## config.mk

```make
export PLATFORM = sky130hd
export DESIGN_NAME = mux_32
export DESIGN_NICKNAME = d
export VERILOG_FILES = /design/src/rtl/mux_32_pkg.sv /design/src/rtl/mux_32_mux_16.sv /design/src/rtl/mux_32.sv
export SDC_FILE = /design/constraint.sdc
export NUM_CORES = 1
export LEC_CHECK = 0
export ABC_CLOCK_PERIOD_IN_PS = 2100
export BUFFER_PORTS_ARGS = -buffer_cell sky130_fd_sc_hd__buf_4
export CAP_MARGIN = 25
export CORE_AREA = 2 2 39 41
export CTS_CLUSTER_DIAMETER = 40
export DETAILED_ROUTE_END_ITERATION = 10
export DIE_AREA = 0 0 41 43
export PLACE_DENSITY = 0.76
export SYNTH_ARGS = -nofsm -noshare
export SYNTH_HDL_FRONTEND = slang
export SYNTH_SLANG_ARGS = --single-unit
```

## constraint.sdc

```tcl
create_clock -name clk -period 2.1 [get_ports clk]
set_clock_uncertainty 0.05 [all_clocks]
set_input_delay 0.525 -clock clk [delete_from_list [all_inputs] [get_ports clk]]
set_output_delay 0.525 -clock clk [all_outputs]
set_load 0.02 [all_outputs]
```

## src/rtl/mux_32_pkg.sv

```systemverilog
// Shared constants for the 32:1 selector and its 16:1 halves.
package mux_32_pkg;

    localparam int MUX32_SEL_W  = 5;
    localparam int MUX32_NUM_IN = 32;

    localparam int MUX16_SEL_W  = MUX32_SEL_W - 1;
    localparam int MUX16_NUM_IN = MUX32_NUM_IN / 2;

endpackage

```

## src/rtl/mux_32_mux_16.sv

```systemverilog
// Purely combinational 16:1 selector, N bits wide; one half of mux_32.
module mux_16
    import mux_32_pkg::*;
#(
    parameter int N = 1
) (
    input  logic [MUX16_SEL_W-1:0] select,
    input  logic [N-1:0]           in00,
    input  logic [N-1:0]           in01,
    input  logic [N-1:0]           in02,
    input  logic [N-1:0]           in03,
    input  logic [N-1:0]           in04,
    input  logic [N-1:0]           in05,
    input  logic [N-1:0]           in06,
    input  logic [N-1:0]           in07,
    input  logic [N-1:0]           in08,
    input  logic [N-1:0]           in09,
    input  logic [N-1:0]           in10,
    input  logic [N-1:0]           in11,
    input  logic [N-1:0]           in12,
    input  logic [N-1:0]           in13,
    input  logic [N-1:0]           in14,
    input  logic [N-1:0]           in15,
    output logic [N-1:0]           out
);

    logic [N-1:0] in_arr [MUX16_NUM_IN];

    assign in_arr[0]  = in00;
    assign in_arr[1]  = in01;
    assign in_arr[2]  = in02;
    assign in_arr[3]  = in03;
    assign in_arr[4]  = in04;
    assign in_arr[5]  = in05;
    assign in_arr[6]  = in06;
    assign in_arr[7]  = in07;
    assign in_arr[8]  = in08;
    assign in_arr[9]  = in09;
    assign in_arr[10] = in10;
    assign in_arr[11] = in11;
    assign in_arr[12] = in12;
    assign in_arr[13] = in13;
    assign in_arr[14] = in14;
    assign in_arr[15] = in15;

    // Every code is a valid index, so only the addressed entry reaches out.
    assign out = in_arr[select];

endmodule

```

## src/rtl/mux_32.sv

```systemverilog
// 32:1 N-bit selector: combinational out plus a one-cycle registered copy out_q.
module mux_32
    import mux_32_pkg::*;
#(
    parameter int N = 1
) (
    input  logic                   clk,
    input  logic                   rst,
    input  logic [MUX32_SEL_W-1:0] select,
    input  logic [N-1:0]           in00,
    input  logic [N-1:0]           in01,
    input  logic [N-1:0]           in02,
    input  logic [N-1:0]           in03,
    input  logic [N-1:0]           in04,
    input  logic [N-1:0]           in05,
    input  logic [N-1:0]           in06,
    input  logic [N-1:0]           in07,
    input  logic [N-1:0]           in08,
    input  logic [N-1:0]           in09,
    input  logic [N-1:0]           in10,
    input  logic [N-1:0]           in11,
    input  logic [N-1:0]           in12,
    input  logic [N-1:0]           in13,
    input  logic [N-1:0]           in14,
    input  logic [N-1:0]           in15,
    input  logic [N-1:0]           in16,
    input  logic [N-1:0]           in17,
    input  logic [N-1:0]           in18,
    input  logic [N-1:0]           in19,
    input  logic [N-1:0]           in20,
    input  logic [N-1:0]           in21,
    input  logic [N-1:0]           in22,
    input  logic [N-1:0]           in23,
    input  logic [N-1:0]           in24,
    input  logic [N-1:0]           in25,
    input  logic [N-1:0]           in26,
    input  logic [N-1:0]           in27,
    input  logic [N-1:0]           in28,
    input  logic [N-1:0]           in29,
    input  logic [N-1:0]           in30,
    input  logic [N-1:0]           in31,
    output logic [N-1:0]           out,
    output logic [N-1:0]           out_q
);

    logic [N-1:0] lo_out;
    logic [N-1:0] hi_out;
    logic [N-1:0] out_p1;

    mux_16 #(.N(N)) u_lo (
        .select (select[MUX16_SEL_W-1:0]),
        .in00 (in00), .in01 (in01), .in02 (in02), .in03 (in03),
        .in04 (in04), .in05 (in05), .in06 (in06), .in07 (in07),
        .in08 (in08), .in09 (in09), .in10 (in10), .in11 (in11),
        .in12 (in12), .in13 (in13), .in14 (in14), .in15 (in15),
        .out    (lo_out)
    );

    mux_16 #(.N(N)) u_hi (
        .select (select[MUX16_SEL_W-1:0]),
        .in00 (in16), .in01 (in17), .in02 (in18), .in03 (in19),
        .in04 (in20), .in05 (in21), .in06 (in22), .in07 (in23),
        .in08 (in24), .in09 (in25), .in10 (in26), .in11 (in27),
        .in12 (in28), .in13 (in29), .in14 (in30), .in15 (in31),
        .out    (hi_out)
    );

    assign out = select[MUX32_SEL_W-1] ? hi_out : lo_out;

    // Stage p0 -> p1: registered copy of the selected data.
    always_ff @(posedge clk) begin
        if (rst) begin
            out_p1 <= '0;
        end else begin
            out_p1 <= out;
        end
    end

    assign out_q = out_p1;

endmodule

```

After elaboration in Yosys (flattened, before gate mapping)
Index checks and enable logic that the tools add are counted.
{"block": "word_totals", "mem_bits_ro": 0, "word_cells": 10, "ramBits": 0, "latch_bits": 0, "out_inout_bits": 2, "n_memories": 0, "regBits": 1}
{"block": "classes", "mux": 7, "n_div": 0, "add_sub_neg": 0, "n_mul": 0, "n_eq_ne": 0, "shift": 0, "bitwise_logic": 1, "n_reduce_logical": 0, "n_lt_le_gt_ge": 1}
{"op": "1-bit binary-select mux with 4-bit select", "count": 2}
{"op": "5-bit greater-or-equal comparator (second input constant)", "count": 1}
{"op": "1-bit two-way mux", "count": 5}
{"op": "4-bit NOT with 5-bit output", "count": 1}

Depth between registers and ports, before layout
{"block": "depth", "ltp_word": 5, "depth_mapped": 6, "depth_no_buf": 5}

Cells and area by module
From an unflattened synthesis, not the netlist that was laid out.
{"block": "unflattened", "cells_unflattened": 17, "area_unflattened_um2": 319.1}
{"module": "mux_16", "n_inst": 2, "cells_per_inst": 7, "area_each_um2": 135.1}
{"module": "mux_32", "n_inst": 1, "cells_per_inst": 3, "area_each_um2": 48.8}

Worst setup path before layout
Ideal clock, no wire load.
{"block": "synth_path", "path_kind": "input-to-output", "from": "input select[1]", "to": "output out", "path_slack_ns": -0.085, "arrival_ns": 1.610, "required_ns": 1.525, "path_stages": 6, "path_cell_list": "buf_6 > mux2i_1 > a22o_1 > a2111oi_2 > a22oi_1 > nand3_1"}
{"block": "synth_via", "elab_chain_cells": 5}
{"element": "start, declared", "line_no": "mux_32.sv:9", "text": "input logic [MUX32_SEL_W-1:0] select,"}
{"element": "4-bit NOT with 5-bit output (implied by the code) *", "line_no": "mux_32_mux_16.sv:47", "text": "assign out = in_arr[select];"}
{"element": "1-bit binary-select mux with 4-bit select", "line_no": "mux_32_mux_16.sv:47"}
{"element": "1-bit two-way mux (implied by the code) (2 in a row)", "line_no": "mux_32_mux_16.sv:47"}
{"element": "1-bit two-way mux *", "line_no": "mux_32.sv:68", "text": "assign out = select[MUX32_SEL_W-1] ? hi_out : lo_out;"}
{"element": "end, declared", "line_no": "mux_32.sv:42", "text": "output logic [N-1:0] out,"}
Mark *: on every way between the ends. The rest lies on a longest branch, timed or not. The select of a mux whose other input is x is not followed.

Final worst setup path
{"block": "layout_path", "from": "input select[0]", "to": "output out"}
The elaborated chain is that of the path after synthesis.

==> summary.txt <==
Run status
  – Outcome: complete, but fails checks
  – Violations in the final reports: negative setup slack

Synth
  – Post-synthesis cell type with the largest combined area: mux2i_1
  – Post-synthesis adder-cell area fraction: 0%
  – Multiplexer area fraction after synthesis: a little under half
  – Synth Warn #: 0
  – Main combinational cell family by area after synthesis: multiplexers
  – Post-synthesis compound-gate area fraction: a little under a quarter
  – Post-synthesis cell type count: 15
  – Synthesis-stage register bit count: 1
  – Post-synthesis share of cell area spent on xor and xnor gates: 0%
  – Register area share after synthesis: a little under 6%
  – Avg Inst Size Synth: 8.03 um^2
  – Area share of the largest cell type after synthesis: about 46%
  – Net Count, Synth: 82
  – Cell types occupying the most area after synthesis: mux2i_1 46%, a22oi_1 6.5%, a21oi_1 5.8%
  – Post-synthesis cell area: ~350 um^2
  – Simple-gate share of the synthesized area: 18.8%
  – Syn Inst Count: 43

Floorplanning
  – I/O pins: 41
  – DIE HEIGHT: roughly 43 um
  – Cell Rows: 14
  – Die ar.: ~1800 um^2
  – Chip Width: between 40 and 50 um
  – Placeable core region: approximately 1400 um^2
  – Starting utilization of the core area: 25.0%

STA
  – Pin slew with the least headroom to its limit: 0.293 ns
  – Final min period: 2.14 ns
  – Slew Limit Headroom: between 70% and 80%
  – Unrepaired setup endpoints after global routing: true
  – Final setup viols: 1
  – Slew Limit Fails: 0
  – Final Hold Violating Endpoints: 0
  – Accumulated negative setup slack: -0.0447 ns
  – Achievable frequency: about 470 MHz
  – Final period util: 102%
  – Worst Slack Setup Final: -0.0447 ns

Route
  – Number of vias in the routed layout: 527
  – Number of detailed-route iterations in the first pass: 4
  – Routed via count divided by cell count: roughly 4.7
  – Routed wire length: around 1.4 mm
  – DRC marker count from the first detailed-route iteration: 2
  – Routed wire length per instance: roughly 12 um
  – Number of nets with antenna violations after detailed routing: 0
  – DRC violation count after routing: 0

Global route
  – Antenna violations before repair: 0
  – Global-route congestion overflow total: 0
  – Total routing resource utilization after global routing: 15.3%
  – Wire length of the first global-routing pass: roughly 2.0 mm
  – Pin count of the biggest net entering global routing: 9
  – Number of global-route vias before repair: 535

Place
  – Cell count after placement: approximately 110
  – Routability congestion estimate: between 0.8 and 0.9
  – Port-buffer cells: 40

Power
  – Total power per unit cell area: about 240 nW/um^2
  – Final Total Pwr: a little over 200 uW
  – Cell leakage power: 0.449 nW
  – Peak ir drop on the vdd network: 0.000112 V

Run
  – Number of maximum-capacitance violations: 0

Finish
  – Flip-flop count of the largest register after layout: 1
  – Leading cell types in the layout, fill and taps excluded: 46 x buf_4, 15 x mux2i_1, 6 x buf_6
  – Fraction of layout instances using a drive strength above 1: between 60% and 70%
  – Fin util: ~62%
  – Diode count: 0
  – Leading cell type in the layout, fill and taps excluded: buf_4
  – Fin cells: 112
  – P&R area growth vs syn: 150%
  – Total Nets Final: 137
  – Number of fill cells: ~120

Worst setup path
  – Critical path startpoint category: primary input
  – Critical path data arrival time: between 1.5 and 2 ns
  – Max FO, Critical Path: 4
  – Slowest cell delay on critical path: approximately 0.25 ns
  – Kind of end point of the critical path: output port
  – Required arrival time at the worst endpoint: 1.52 ns
  – Max stage delay cell, worst path: a22o_1
  – Crit Path Category: primary input to output port
  – Series of cell instances along the critical path: buf_8, and2_4, a22o_1, a2111oi_4, a22oi_2, nand3_2, buf_6

Min path
  – Hold Crit Class: primary input to flip-flop

CTS
  – Clock transition at the registers of the reported paths: 0 ns
  – CTS hold repair buffers: 0
[worst max-delay path: cells and delay by family]
family | cells | cell delay, ns
AOI/OAI and AO/OA | 3 | 0.58
buffers and inverters | 2 | 0.22
and+or+nand+nor | 2 | 0.24
[routing by layer]
metal  share of wire (%)  routed length, um  vias to the layer above  track usage, %
met4                   0                  0                        0               0
met3                 8.0                109                        0           0.524
met5                   0                  0                        -               0
met2                  58                789                       21            30.6
met1                  35                473                      235            17.1
li1                    -                  -                      271               -
[Yosys cell counts]
cell type	instances
mux2i_1	16
a21oi_1	4
nand2_1	4
a22oi_1	3
nand3_1	3
a22o_1	2
nand2b_1	2
nor2b_1	2
a2111oi_2	1
a31oi_1	1
and2_1	1
buf_4	1
buf_6	1
dfxtp_1	1
nor2_1	1
[path summary, 6_finish.rpt]
path / startpoint / to / slack [ns] / depth (start not counted)
setup / recovery: select[0] / out / -0.04 / 7
hold / removal: rst / out_q$_SDFF_PP0_ / 0.63 / 2
[layout make-up]
cell class | count | area, um^2 | share of cell area (%)
multi-input cells | 40 | 354 | 41.1
flip-flops and latches | 1 | 20.0 | 2.32
well taps | 16 | 20.0 | 2.32
repair buffers | 55 | 468 | 54.3
[power breakdown]
| part | switching [mW] | internal, mW |
|---|---|---|
| clock | 0 | 0 |
| sequential | 0.000409 | 0.0214 |
| combinational | 0.0649 | 0.118 |
| total | 0.0653 | 0.139 |
[timing repair]
| item | 4_1_cts | 5_1_grt |
|---|---|---|
| pin swaps | 6 | 5 |
| endpoints found under the setup margin | 1 | 2 |
| resized for setup | 12 | 8 |
| setup buffers | 6 | 1 |
[per-stage QoR]
stage	setup slack, ns	hold slack, ns	instance area [um^2]
6_report	-0.0447	0.634	862
5_1_grt	-0.104	0.647	862
4_1_cts	-0.0855	0.634	823
3_5_place_dp	-0.125	0.634	724
3_3_place_gp	-0.0904	0.636	724
2_1_floorplan	0.0384	0.544	350
[cells by family (layout without fill, tap and decap cells)]
group           Yosys count  in the layout
flops                     1              1
simple gates             13             13
buf+inv                   2             55
mux                      16             16
compound gates           11             11
No activity file was read; power rests on OpenSTA's default activity.
